File: config.mk
export PLATFORM = sky130hd
export DESIGN_NAME = seq_subtractor
export DESIGN_NICKNAME = d
export VERILOG_FILES = /design/src/rtl/seq_subtractor.sv
export SDC_FILE = /design/constraint.sdc
export NUM_CORES = 1
export LEC_CHECK = 0
export CORE_AREA = 2 2 99 172
export CTS_CLUSTER_DIAMETER = 200
export DETAILED_ROUTE_END_ITERATION = 16
export DIE_AREA = 0 0 101 174
export PLACE_DENSITY = 0.85
export SLEW_MARGIN = 5
export SYNTH_ARGS = -nofsm -noshare
export SYNTH_HDL_FRONTEND = slang
export SYNTH_SLANG_ARGS = --single-unit
File: constraint.sdc
create_clock -name CLK -period 13.1 [get_ports CLK]
set_clock_uncertainty 0.15 [all_clocks]
set_input_delay 1.31 -clock CLK [delete_from_list [all_inputs] [get_ports CLK]]
set_output_delay 1.31 -clock CLK [all_outputs]
set_load 0.05 [all_outputs]
File: src/rtl/seq_subtractor.sv
// seq_subtractor: 64-bit A - B computed W bits per clock,
// with the borrow carried between cycles in a register.
module seq_subtractor #(
   parameter int W = 8
) (
   input  logic        CLK,
   input  logic        RST,
   input  logic        START,
   input  logic [63:0] A,
   input  logic [63:0] B,
   output logic        BUSY,
   output logic        DONE,
   output logic [63:0] DIFF,
   output logic        BORROW,
   output logic        OVERFLOW
);

   localparam int N  = 64 / W;
   localparam int IW = (N > 1) ? $clog2(N) : 1;

   typedef enum logic [1:0] {
      S_IDLE,
      S_RUN,
      S_FIN
   } state_t;

   state_t        state_q, state_d;
   logic [63:0]   a_q, a_d;
   logic [63:0]   b_q, b_d;
   logic [63:0]   diff_q, diff_d;
   logic [IW-1:0] idx_q, idx_d;
   logic          brw_q, brw_d;
   logic          borrow_q, borrow_d;
   logic          ovf_q, ovf_d;

   logic [W-1:0]  a_c;
   logic [W-1:0]  b_c;
   logic [W:0]    sub;
   logic [W-1:0]  d;
   logic          b_out;
   logic          last;
   logic [63:0]   diff_ins;

   // Select the operand chunk addressed by the current index.
   always_comb begin
      a_c = '0;
      b_c = '0;
      for (int k = 0; k < N; k++) begin
         if (idx_q == IW'(k)) begin
            a_c = a_q[k*W +: W];
            b_c = b_q[k*W +: W];
         end
      end
   end

   assign sub   = {1'b0, a_c} - {1'b0, b_c} - {{W{1'b0}}, brw_q};
   assign d     = sub[W-1:0];
   assign b_out = sub[W];
   assign last  = (idx_q == IW'(N - 1));

   // Merge the freshly computed chunk into its slot of the result.
   always_comb begin
      diff_ins = diff_q;
      for (int k = 0; k < N; k++) begin
         if (idx_q == IW'(k)) begin
            diff_ins[k*W +: W] = d;
         end
      end
   end

   // Next-state logic for the IDLE -> RUN -> FIN sequence.
   always_comb begin
      state_d  = state_q;
      a_d      = a_q;
      b_d      = b_q;
      diff_d   = diff_q;
      idx_d    = idx_q;
      brw_d    = brw_q;
      borrow_d = borrow_q;
      ovf_d    = ovf_q;
      unique case (state_q)
         S_IDLE: begin
            if (START) begin
               a_d     = A;
               b_d     = B;
               brw_d   = 1'b0;
               idx_d   = '0;
               state_d = S_RUN;
            end
         end
         S_RUN: begin
            diff_d = diff_ins;
            brw_d  = b_out;
            idx_d  = idx_q + IW'(1);
            if (last) begin
               idx_d    = '0;
               borrow_d = b_out;
               ovf_d    = (a_q[63] != b_q[63]) && (d[W-1] != a_q[63]);
               state_d  = S_FIN;
            end
         end
         S_FIN: begin
            state_d = S_IDLE;
         end
         default: begin
            state_d = S_IDLE;
         end
      endcase
   end

   // State and datapath registers with synchronous reset.
   always_ff @(posedge CLK) begin
      if (RST) begin
         state_q  <= S_IDLE;
         a_q      <= '0;
         b_q      <= '0;
         diff_q   <= '0;
         idx_q    <= '0;
         brw_q    <= 1'b0;
         borrow_q <= 1'b0;
         ovf_q    <= 1'b0;
      end else begin
         state_q  <= state_d;
         a_q      <= a_d;
         b_q      <= b_d;
         diff_q   <= diff_d;
         idx_q    <= idx_d;
         brw_q    <= brw_d;
         borrow_q <= borrow_d;
         ovf_q    <= ovf_d;
      end
   end

   assign BUSY     = (state_q != S_IDLE);
   assign DONE     = (state_q == S_FIN);
   assign DIFF     = diff_q;
   assign BORROW   = borrow_q;
   assign OVERFLOW = ovf_q;

endmodule

Word-level counts from Yosys, hierarchy flattened
Index checks and enable logic that the tools add are counted.

Flip-flop bits (word level): 200. Input port bits: 131. Output and inout bits: 68. Word-level logic and storage cells: 71.

Add/subtract/negate cells: 3. Equal/unequal tests: 13. Multiplexer cells: 24. Reduce and logical (&&, ||, !) cells: 16.

Operators with widths (count): two-way mux 8 bit (16); AND reduction 2 bit (11); equality test 3 bit, second input constant (4); subtractor 8 x 8 -> 9 bit (1); subtractor 9 x 1 -> 9 bit (1); equality test 3 x 2 -> 1 bit, second input constant (2); two-way mux 3 bit (2); case mux 3 bit (2 select lines) (1); two-way mux 2 bit (2); != test 2 bit, second input constant (2); case mux 2 bit (2 select lines) (1); nonzero test 2 bit (2); adder 3 x 1 -> 3 bit, second input constant (1); equality test 3 x 1 -> 1 bit, second input constant (1); logical NOT 3 bit (1); equality test 2 x 1 -> 1 bit, second input constant (1); equality test 2 bit, second input constant (1); logical NOT 2 bit (1); != test 1 bit (2); case mux 1 bit (2 select lines) (1); logical AND 1 bit (1); two-way mux 1 bit (1).

Logic depth before layout (Yosys ltp)
Gate-level depths: netlist of run 1.

Word-level depth: 13. Gate-level depth with buffers: 21. Mapped depth without buffers: 19.

Worst setup path before layout of run 1
No wires, ideal clock.

Path type: flip-flop to flip-flop. From: reg idx_q[0]. To: reg borrow_q (netlist: BORROW). Library setup time: 0.091 ns. Arrival time: 4.019 ns. Required time: 12.859 ns. Slack: 8.840 ns. Stages on the path, launching flop included: 21. Path buffers: 3. Clock period less this slack: 4.260 ns. Cell sequence: dfxtp_1 inv_1 ha_1 clkbuf_1 and2_0 clkbuf_1 clkbuf_1 a22oi_1 o311ai_0 o21ai_0 a21oi_1 mux2i_1 fa_1 fa_1 a21boi_0 o21ai_0 a21boi_0 o21a_1 o21a_1 o21ai_0 a311oi_1.

Word-level cells in the longest chain between the ends: 11. Elaborated cells on any way between the ends: 27. Those cells by class: add/sub: 2; eq/ne: 7; mux: 16; reduce/logical: 2.

Ends and longest elaborated chain: start: declaration (RTL line 31) `logic [IW-1:0] idx_q, idx_d;`; start signal: assignment (RTL line 127) `idx_q <= idx_d;`; logical NOT 3 bit (RTL line 49) `if (idx_q == IW'(k)) begin`; two-way mux 8 bit (8 in a row) (RTL line 49); subtractor 8 x 8 -> 9 bit (RTL line 56) `assign sub = {1'b0, a_c} - {1'b0, b_c} - {{W{1'b0}}, brw_q};`; subtractor 9 x 1 -> 9 bit (RTL line 56); end signal: assignment (RTL line 129) `borrow_q <= borrow_d;`; end: declaration (RTL line 33) `logic borrow_q, borrow_d;`.

Parallel ways exist; a longest one is shown, timed or not. A chain may end at the register's enable or synchronous reset.

Worst setup path after layout of run 1
From: reg idx_q[0]. To: reg diff_q[55] (netlist: DIFF[55]).

Word-level cells in the longest chain between the ends: 11. Elaborated cells on any way between the ends: 27. Those cells by class: add/sub: 2; eq/ne: 7; mux: 16; reduce/logical: 2.

Ends and longest elaborated chain: logical NOT 3 bit (RTL line 49); two-way mux 8 bit (8 in a row) (RTL line 49); subtractor 8 x 8 -> 9 bit (RTL line 56); subtractor 9 x 1 -> 9 bit (RTL line 56); end signal: assignment (RTL line 126) `diff_q <= diff_d;`; end: declaration (RTL line 30) `logic [63:0] diff_q, diff_d;`.

Parallel ways exist; a longest one is shown, timed or not.

==> results of run 1 <==
metal layers:
layer  GRT usage [%]  vias up  routed length [microns]
li1                -     4079                        -
met1            31.6     3842                     9050
met2            49.9      343                    13200
met3            3.94       80                     1280
met4            15.4        0                     1230
met5               0        -                        0
layout make-up:
type / count / area (sq um)
Clock inverter: 13 / 138
Inverter: 19 / 71.3
Tap cell: 192 / 240
Multi-Input combinational cell: 824 / 4200
Sequential cell: 200 / 4000
Fill cell: 1342 / 5180
Timing Repair Buffer: 204 / 2030
Clock buffer: 18 / 429
flip-flops by register name, summed over array words and instances, names as in the netlist:
name / count
BORROW: 1
DIFF: 64
OVERFLOW: 1
a_q: 64
b_q: 64
brw_q: 1
idx_q: 3
state_q: 2
final timing paths:
check	depth (start not counted)	from	endpoint	slack [ns]
worst max-delay path	14	idx_q[0]	DIFF[55]	7.59
worst min-delay path	2	b_q[41]	b_q[41]	0.30
worst max register to register	14	idx_q[0]	DIFF[55]	7.59
worst min register to register	2	b_q[41]	b_q[41]	0.30
logic make-up after synthesis:
kind of cell	share of synthesized area, %
and+or+nand+nor	22.5
DFF	46.5
xor gates and xnor gates	0.407
AOI/OAI and AO/OA	21.6
buffers and inverters	4.80
adders and majority gates	3.08
muxes	1.06
power groups by stage:
stage	clock (mW)	combinational, mW	sequential (mW)
floorplan	0	0.152	0.680
global placement	0	0.263	0.669
detailed placement	0	0.267	0.670
CTS	0.509	0.268	0.656
global route	0.535	0.296	0.660
finish	0.510	0.270	0.657
cells in the mapped netlist (all sizes together):
| library cell | count | area, sq um |
|---|---|---|
| nor3 | 3 | 15.0 |
| clkinv | 1 | 3.75 |
| dfxtp | 200 | 4000 |
| xor2 | 3 | 26.3 |
| a221oi | 1 | 8.76 |
| nand3 | 3 | 15.0 |
| a21oi | 208 | 1040 |
| buf | 9 | 41.3 |
| clkbuf | 80 | 300 |
| nand2b | 6 | 37.5 |
| mux2i | 8 | 80.1 |
| a22oi | 15 | 113 |
| and3 | 3 | 18.8 |
| o211ai | 16 | 125 |
| ha | 18 | 225 |
| or4 | 1 | 7.51 |
| nand2 | 337 | 1260 |
| a22o | 1 | 8.76 |
| xnor2 | 1 | 8.76 |
| nor2 | 80 | 300 |
| inv | 18 | 67.6 |
| and2 | 5 | 31.3 |
| mux2 | 1 | 11.3 |
| fa | 2 | 40.0 |
| nor3b | 1 | 7.51 |
| or3 | 3 | 18.8 |
| nand4b | 1 | 8.76 |
| a311oi | 11 | 103 |
| a31oi | 2 | 12.5 |
| a21boi | 3 | 26.3 |
| o311ai | 8 | 70.1 |
| nor2b | 13 | 81.3 |
| o21ai | 18 | 90.1 |
| o21a | 2 | 15.0 |
| a211oi | 33 | 248 |
| nand3b | 17 | 128 |
placed cells by master (no fill, tap or decap), drive strengths merged, types with 2 or more instances in the layout:
cell type      count
a211oi            33
a21boi             3
a21oi            208
a22oi             15
a311oi            11
a31oi              2
and2               5
and3               3
buf                7
clkbuf            18
clkdlybuf4s50    197
clkinv             7
dfxtp            200
fa                 2
ha                18
inv               23
mux2i              8
nand2            337
nand2b             6
nand3              3
nand3b            17
nor2              80
nor2b             13
nor3               3
o211ai            16
o21a               2
o21ai             18
o311ai             8
or3                3
xor2               3
tightest hold or removal path: cells and delay by family (launching register included):
family	cells	cell delay [ns]
AO/OA/AOI/OAI	1	0.05
flip-flops	1	0.31
AND/OR/NAND/NOR	1	0.05
==> results.md, run 1 <==
- CTS tree: done
- Global-route wire length before repair: 38.9 mm
- Vias in the first global route: 7944
- Vias: 8344
- CP Launch Type: flip-flop
- Final Non-Filler Cells: 1470
- Post-Syn Nets: 1283
- # rows: 62
- Worst EP required: 13.21 ns
- Worst Path Buf+Inv: 1
- Pwr per Cell Area: 129 mW/mm^2
- Clk root buf: clkbuf_16
- Placed insts: 1439
- Nets: 1417
- Flops & latches, synth: 200
- Max VDD drop: 0.0983 mV
- Clk Latency, worst-skew pair: 0.44 ns
- Unique masters post-synth: 43
- Post-CTS Setup Bufs: 0
- Ant diodes: 0
- Area growth from synthesis to layout: 29.1%
- Final hold vios: 0
- Die Y-Extent: 174 microns
- # hold bufs at CTS: 0
- Initial drt markers: 545
- Measured slew at the worst slew-check pin: 1.17 ns
- Worst min path class: flip-flop to flip-flop
- Crit. End Element: flip-flop
- Die Footprint: 0.0176 sq mm
- Critical path's top delay family: simple AND/OR/NAND/NOR gates
- Layout cell share with drive strength beyond 1: 3.36%
- Final setup margin: 7.59 ns
- CP max stage delay: 0.97 ns
- Fin area: 0.0111 sq mm
- Proportion of power drawn by the clock network: 35.5%
- Post-synthesis average cell area: 7.60 sq um
- H-tree Lvls: 4
- Routed vias/inst: 5.68
- DRC: 0
- Setup violators final: 0
- Power, Total: 1.44 mW
- WS Path Type: flip-flop to flip-flop
- Initial Util: 52.8%
- Gr usage total: 28.1%
- Sw Pwr: 0.429 mW
- Hold Slack: 0.303 ns
- RSZ-0062 raised after global routing: false
- Internal power: 1.01 mW
- Post-detailed-route count of antenna-violating nets: 0
- Total grt overflow: 0
- Sw Share: 29.9%
- Core Area: 0.0163 sq mm
- Number of buffers added on ports: 198
- Critical path fanouts, max: 39
- Max-cap violations: 0
- Place WS: 7.78 ns
- Top-level I/O count: 199
- Detailed-placement wirelength estimate: 17.7 mm
- CTS max path bufs: 2
- Seq/Total Area, Yosys: 46.5%
- Slew Viols, Final: 0
- Initial antenna violation count: 0
- Tcrit/Tclk final: 42.1%
- Outcome: finished clean
- Largest net degree at the start of global routing: 141
- CTS clk-pin slew, worst paths: 0.07 ns
- Routed len/inst: 16.8 microns
- WL final: 24.8 mm
- Crit path max-delay cell type: ha_1
- Drt first pass iters: 6
- Minimum clock period: 5.51 ns
- Die X: 101 microns
- Fin util: 68.2%
- Worst Path Arrival: 5.62 ns
- Combinational Power Share: 18.8%
- Post-CTS resize count: 0
- Post-Syn Area: 0.00860 sq mm
- Clock Sinks: 200
- Cell Chain, Critical Path: ha_1 > nand2_1 > o311ai_0 > o21ai_0 > a21oi_1 > mux2i_1 > ha_1 > inv_1 > ha_1 > o21ai_0 > nand2_1 > and3_1 > nor3_1 > a211oi_1
- Post-Synthesis Cells: 1132
- Total CTS buffers: 17
- Max Clk Rate: 0.181 GHz
- Seq pwr share: 45.7%
- Placed cell area: 0.0105 sq mm
- RD Place Congestion: 0.869
- Leak Pwr: 3.96 nW
- Total number of yosys warnings: 0
- Relative slew slack: 22.2%
- Setup TNS: 0 ns
- Top cell by count, worst path: ha_1
(Power assumes the default switching activity.)
==> inputs of run 2 (changes only) <==
- CORE_AREA: 2 2 99 172 -> 2 2 108 188
- DIE_AREA: 0 0 101 174 -> 0 0 110 190
- PLACE_DENSITY: 0.85 -> 0.76
- clock period: 13.1 -> 4.9 ns (I/O delays scaled with it)
==> run 2 against run 1 <==
Compared with the run above:
- clock power grew to 2.8 times the previous value
- wire length rose by 1.1%
- combinational power rose to 2.8 times the previous value
- flip-flop and latch count stayed put
- final cell count increased by 4.6%
- power increased to 2.7 times the previous value
- worst setup slack worse by 7.3 ns
- via count shrank 2.1%
- critical endpoint is now BORROW
- largest cell class unchanged
- largest power group unchanged
- highest routed layer unchanged
==> results.md, run 2 (synthesis results as in run 1) <==
- Outcome: finished clean
- WS Path Type: flip-flop to flip-flop
- Placed insts: 1505
- Worst reg-to-reg path cell count: 19
- CP Launch Type: flip-flop
- RD Place Congestion: 0.891
- Die Y-Extent: 190 microns
- Detailed-placement wirelength estimate: 18.3 mm
- Total CTS buffers: 17
- Sw Share: 29.7%
- Largest net degree at the start of global routing: 131
- Combinational Power Share: 19.4%
- Clk Latency, worst-skew pair: 0.44 ns
- Relative slew slack: 28.5%
- Initial drt markers: 484
- Reg2reg end: BORROW
- Initial antenna violation count: 0
- Pwr per Cell Area: 348 mW/mm^2
- Vias in the first global route: 7654
- Slew Viols, Final: 0
- Leak Pwr: 4.05 nW
- Die X: 110 microns
- Initial Util: 44.2%
- Worst EP required: 5.10 ns
- Final Non-Filler Cells: 1537
- Setup violators final: 0
- Measured slew at the worst slew-check pin: 1.07 ns
- Max VDD drop: 0.218 mV
- Drt first pass iters: 5
- CTS max path bufs: 2
- Max-cap violations: 0
- WL final: 25.0 mm
- Layout cell share with drive strength beyond 1: 4.95%
- Number of buffers added on ports: 198
- Worst min path class: flip-flop to flip-flop
- RSZ-0062 raised after global routing: false
- Total grt overflow: 0
- Gr usage total: 24.1%
- Tcrit/Tclk final: 93.8%
- Final hold vios: 0
- Seq pwr share: 44.5%
- Routed vias/inst: 5.31
- CTS tree: done
- Clock Sinks: 200
- Proportion of power drawn by the clock network: 36.1%
- Critical path fanouts, max: 19
- Nets: 1431
- Core Area: 0.0195 sq mm
- Area growth from synthesis to layout: 31.8%
- Sw Pwr: 1.17 mW
- Ant diodes: 0
- Worst Path Arrival: 4.79 ns
- Setup TNS: 0 ns
- Max Clk Rate: 0.218 GHz
- Minimum clock period: 4.59 ns
- # rows: 68
- Worst flop-to-flop path startpoint: idx_q[0]
- CTS clk-pin slew, worst paths: 0.07 ns
- Hold_sp: b_q[41]
- Leading cell type in the layout, fill and taps excluded: nand2_1
- Hold Path End: b_q[41]
- Top-level I/O count: 199
- Die Footprint: 0.0209 sq mm
- Global-route wire length before repair: 38.6 mm
- H-tree Lvls: 4
- Internal power: 2.78 mW
- Commonest non-fill, non-tap cells in the layout: nand2_1 (336), a21oi_1 (208), dfxtp_1 (200), clkdlybuf4s50_1 (197), nor2_1 (79)
- Crit. End Element: flip-flop
- DRC: 0
- Fin util: 58.2%
- Hold path depth: 2
- Power, Total: 3.95 mW
- Setup slack, reg-to-reg: 0.31 ns
- Clk root buf: clkbuf_16
- Post-detailed-route count of antenna-violating nets: 0
- Routed len/inst: 16.3 microns
- Vias: 8169
[run 2: timing repair]
item | 4_1_cts | 5_1_grt
setup buffers | 0 | 1
endpoints found under the setup margin | 0 | 18
resized for setup | 0 | 10
hold buffers | 0 | 0
[run 2: per-stage QoR]
step | instance area (sq um) | setup WS, ns | hold WS, ns
detailed placement | 10700 | 0.214 | 0.295
global placement | 10700 | 0.271 | 0.289
finish | 11300 | 0.305 | 0.303
floorplan | 8600 | 0.640 | 0.281
global route | 11300 | 0.0454 | 0.322
CTS | 11300 | 0.168 | 0.305
[run 2: critical path: stages, from the launching register on]
cell,delay [ns]
dfxtp_1,0.42
inv_1,0.10
ha_1,0.31
buf_4,0.24
a21oi_1,0.17
a21oi_1,0.06
o311ai_0,0.44
o21ai_0,0.16
a21oi_1,0.20
mux2i_1,0.12
ha_1,0.28
inv_1,0.04
ha_1,0.33
a21boi_0,0.15
o21ai_0,0.23
a21boi_1,0.13
o21a_1,0.21
o21a_1,0.22
or3_1,0.30
a311oi_1,0.25
[run 2: power by group through the flow]
stage / clock network (mW) / registers [mW] / logic, mW
6_report: 1.42 / 1.76 / 0.766
3_5_place_dp: 0 / 1.79 / 0.748
4_1_cts: 1.44 / 1.76 / 0.749
2_1_floorplan: 0 / 1.82 / 0.408
5_1_grt: 1.50 / 1.76 / 0.843
3_3_place_gp: 0 / 1.79 / 0.735
[run 2: metal layers]
| metal | up-vias | share of wire [%] | track usage (%) |
|---|---|---|---|
| li1 | 4121 | - | - |
| met1 | 3709 | 38 | 27.0 |
| met2 | 265 | 52 | 42.0 |
| met3 | 74 | 4.3 | 2.88 |
| met4 | 0 | 6.0 | 15.6 |
| met5 | - | 0 | 0 |
[run 2: cell type report]
cell class,instances,area (sq um)
Fill cell,1773,8150
Multi-Input combinational cell,824,4230
Sequential cell,200,4000
Timing Repair Buffer,218,2130
Clock buffer,17,425
Tap cell,245,307
Clock inverter,14,164
Inverter,19,75.1
[run 2: worst max path at each step]
stage,startpoint,endpoint,slack [ns],depth (start not counted)
after floorplan,idx_q[0],BORROW,0.64,20
after global placement,idx_q[0],DIFF[46],0.27,17
after detailed placement,idx_q[0],DIFF[38],0.21,17
after CTS,idx_q[0],DIFF[38],0.17,17
after global routing,idx_q[0],BORROW,0.05,18
final,idx_q[0],BORROW,0.31,19
==> inputs of run 3 (changes only) <==
- CORE_AREA: 2 2 108 188 -> 2 2 114 200
- DIE_AREA: 0 0 110 190 -> 0 0 116 202
- PLACE_DENSITY: 0.76 -> 0.69
==> run 3 against run 2 <==
Compared with the run above:
- via count fell by 1.8%
- worst hold slack got worse by 0.00069 ns
- clock power barely moved
- die area rose by 12%
- worst setup slack improved by 0.17 ns
- sequential share of layout area fell by 0.16 points
- wire length rose by 3.3%
- sequential power barely moved
- final area rose by 0.46%
- fmax rose by 3.9%
- critical endpoint unchanged
- highest routed layer unchanged
==> results.md, run 3 (synthesis results as in run 1) <==
- Outcome: finished clean
- Vias in the first global route: 7752
- Setup violators final: 0
- DRC: 0
- CP max stage delay: 0.47 ns
- Crit. End Element: flip-flop
- Setup TNS: 0 ns
- Post-detailed-route count of antenna-violating nets: 0
- Routed vias/inst: 5.06
- Detailed-placement wirelength estimate: 19.2 mm
- Worst flop-to-flop path startpoint: idx_q[0]
- Max-cap violations: 0
- Clk Latency, worst-skew pair: 0.44 ns
- Vias: 8023
- Core Area: 0.0218 sq mm
- Cell Chain, Critical Path: inv_1 > ha_2 > and2_1 > buf_4 > a22oi_1 > o311ai_0 > o21ai_0 > a21oi_1 > mux2i_1 > fa_1 > fa_1 > a21boi_0 > o21ai_0 > a21boi_0 > o21a_1 > o21a_1 > o21ai_0 > a311oi_1
- Max Clk Rate: 0.226 GHz
- Area growth from synthesis to layout: 32.4%
- Storage cell area: 0.00400 sq mm
- Worst min path class: flip-flop to flip-flop
- Tcrit/Tclk final: 90.3%
- Clk root buf: clkbuf_16
- FILL cells: 2177
- Leading cell type in the layout, fill and taps excluded: nand2_1
- CP Launch Type: flip-flop
- Leak Pwr: 4.04 nW
- Commonest non-fill, non-tap cells in the layout: nand2_1 (336), a21oi_1 (208), dfxtp_1 (200), clkdlybuf4s50_1 (197), nor2_1 (79)
- Routed len/inst: 16.3 microns
- Global-route wire length before repair: 40.4 mm
- Setup crit start: idx_q[0]
- CTS clk-pin slew, worst paths: 0.08 ns
- Total grt overflow: 0
- Hold Slack: 0.302 ns
- Crit path max-delay cell type: fa_1
- Clock Sinks: 200
- Initial drt markers: 584
- WS Path Type: flip-flop to flip-flop
- Gr usage total: 22.1%
- Hold_sp: DIFF[50]
- Nets: 1428
- Top-level I/O count: 199
- CTS max path bufs: 2
- Initial Util: 39.5%
- Post-CTS Setup Bufs: 0
- Worst Path Arrival: 4.61 ns
- # rows: 72
- Worst EP required: 5.09 ns
- WL final: 25.8 mm
- Relative slew slack: 34.6%
- Measured slew at the worst slew-check pin: 0.981 ns
- Die Y-Extent: 202 microns
- Number of buffers added on ports: 198
- RSZ-0062 raised after global routing: false
- RD Place Congestion: 0.858
- Ant diodes: 0
- H-tree Lvls: 4
- Largest net degree at the start of global routing: 128
- Max VDD drop: 0.175 mV
- Slew Viols, Final: 0
- Die Footprint: 0.0234 sq mm
- Final hold vios: 0
- Top cell by count, worst path: o21ai_0
- Multi-input combinational cell area: 0.00421 sq mm
- Pwr per Cell Area: 349 mW/mm^2
- Initial antenna violation count: 0
- Drt first pass iters: 5
- Die X: 116 microns
- Minimum clock period: 4.42 ns
- # hold bufs at CTS: 0
- CTS tree: done
- Layout cell share with drive strength beyond 1: 4.65%
- Total CTS buffers: 17
- Critical path fanouts, max: 15
-- run 3: per-stage QoR --
step	cells	utilization [%]	worst slack, ns	power (mW)	cell area, sq um
2_1_floorplan	1132	-	0.640	2.22	8600
3_3_place_gp	1554	49.3	0.394	2.54	10800
3_5_place_dp	1554	49.3	0.259	2.55	10800
4_1_cts	1586	52.2	0.252	3.99	11400
5_1_grt	1586	52.2	0.0257	4.13	11400
6_report	1586	52.2	0.477	3.97	11400
-- run 3: what timing repair did --
item                                    4_1_cts  5_1_grt
resized for setup                             0        6
hold endpoints to repair                      0        0
endpoints found under the setup margin        0       18
-- run 3: path summary, 6_finish.rpt --
path         slack [ns]  cells past startpoint        to
max                0.48                     18    BORROW
min                0.30                      2  DIFF[50]
max reg2reg        0.48                     18    BORROW
min reg2reg        0.30                      2  DIFF[50]
-- run 3: worst max-delay path: cells and delay by family (launching register included) --
kind | cells | cell delay [ns]
simple gates | 1 | 0.24
mux | 1 | 0.11
buf+inv | 2 | 0.35
fa+ha+maj | 3 | 1.23
flops | 1 | 0.36
compound gates | 11 | 1.88
-- run 3: area by class of cell --
cell class                      instances  area share (%)
Inverter                               19           0.626
Sequential cell                       200            35.2
Timing Repair Buffer                  215            18.5
Multi-Input combinational cell        824            37.0
Clock buffer                           18            3.86
Clock inverter                         14            1.58
Tap cell                              296            3.25
-- run 3: layer usage --
metal / vias to the layer above / global-route usage (%) / wire [microns] / part of all wire (%)
met4: 0 / 9.44 / 889 / 3.4
li1: 4089 / - / - / -
met2: 199 / 41.2 / 14100 / 54
met5: - / 0 / 0 / 0
met3: 45 / 2.31 / 800 / 3.1
met1: 3690 / 24.9 / 10100 / 39
-- run 3: where the power goes --
group	switching, mW	internal (mW)
Clock	0.702	0.751
Combinational	0.463	0.298
Sequential	0.0533	1.70
Total	1.22	2.75
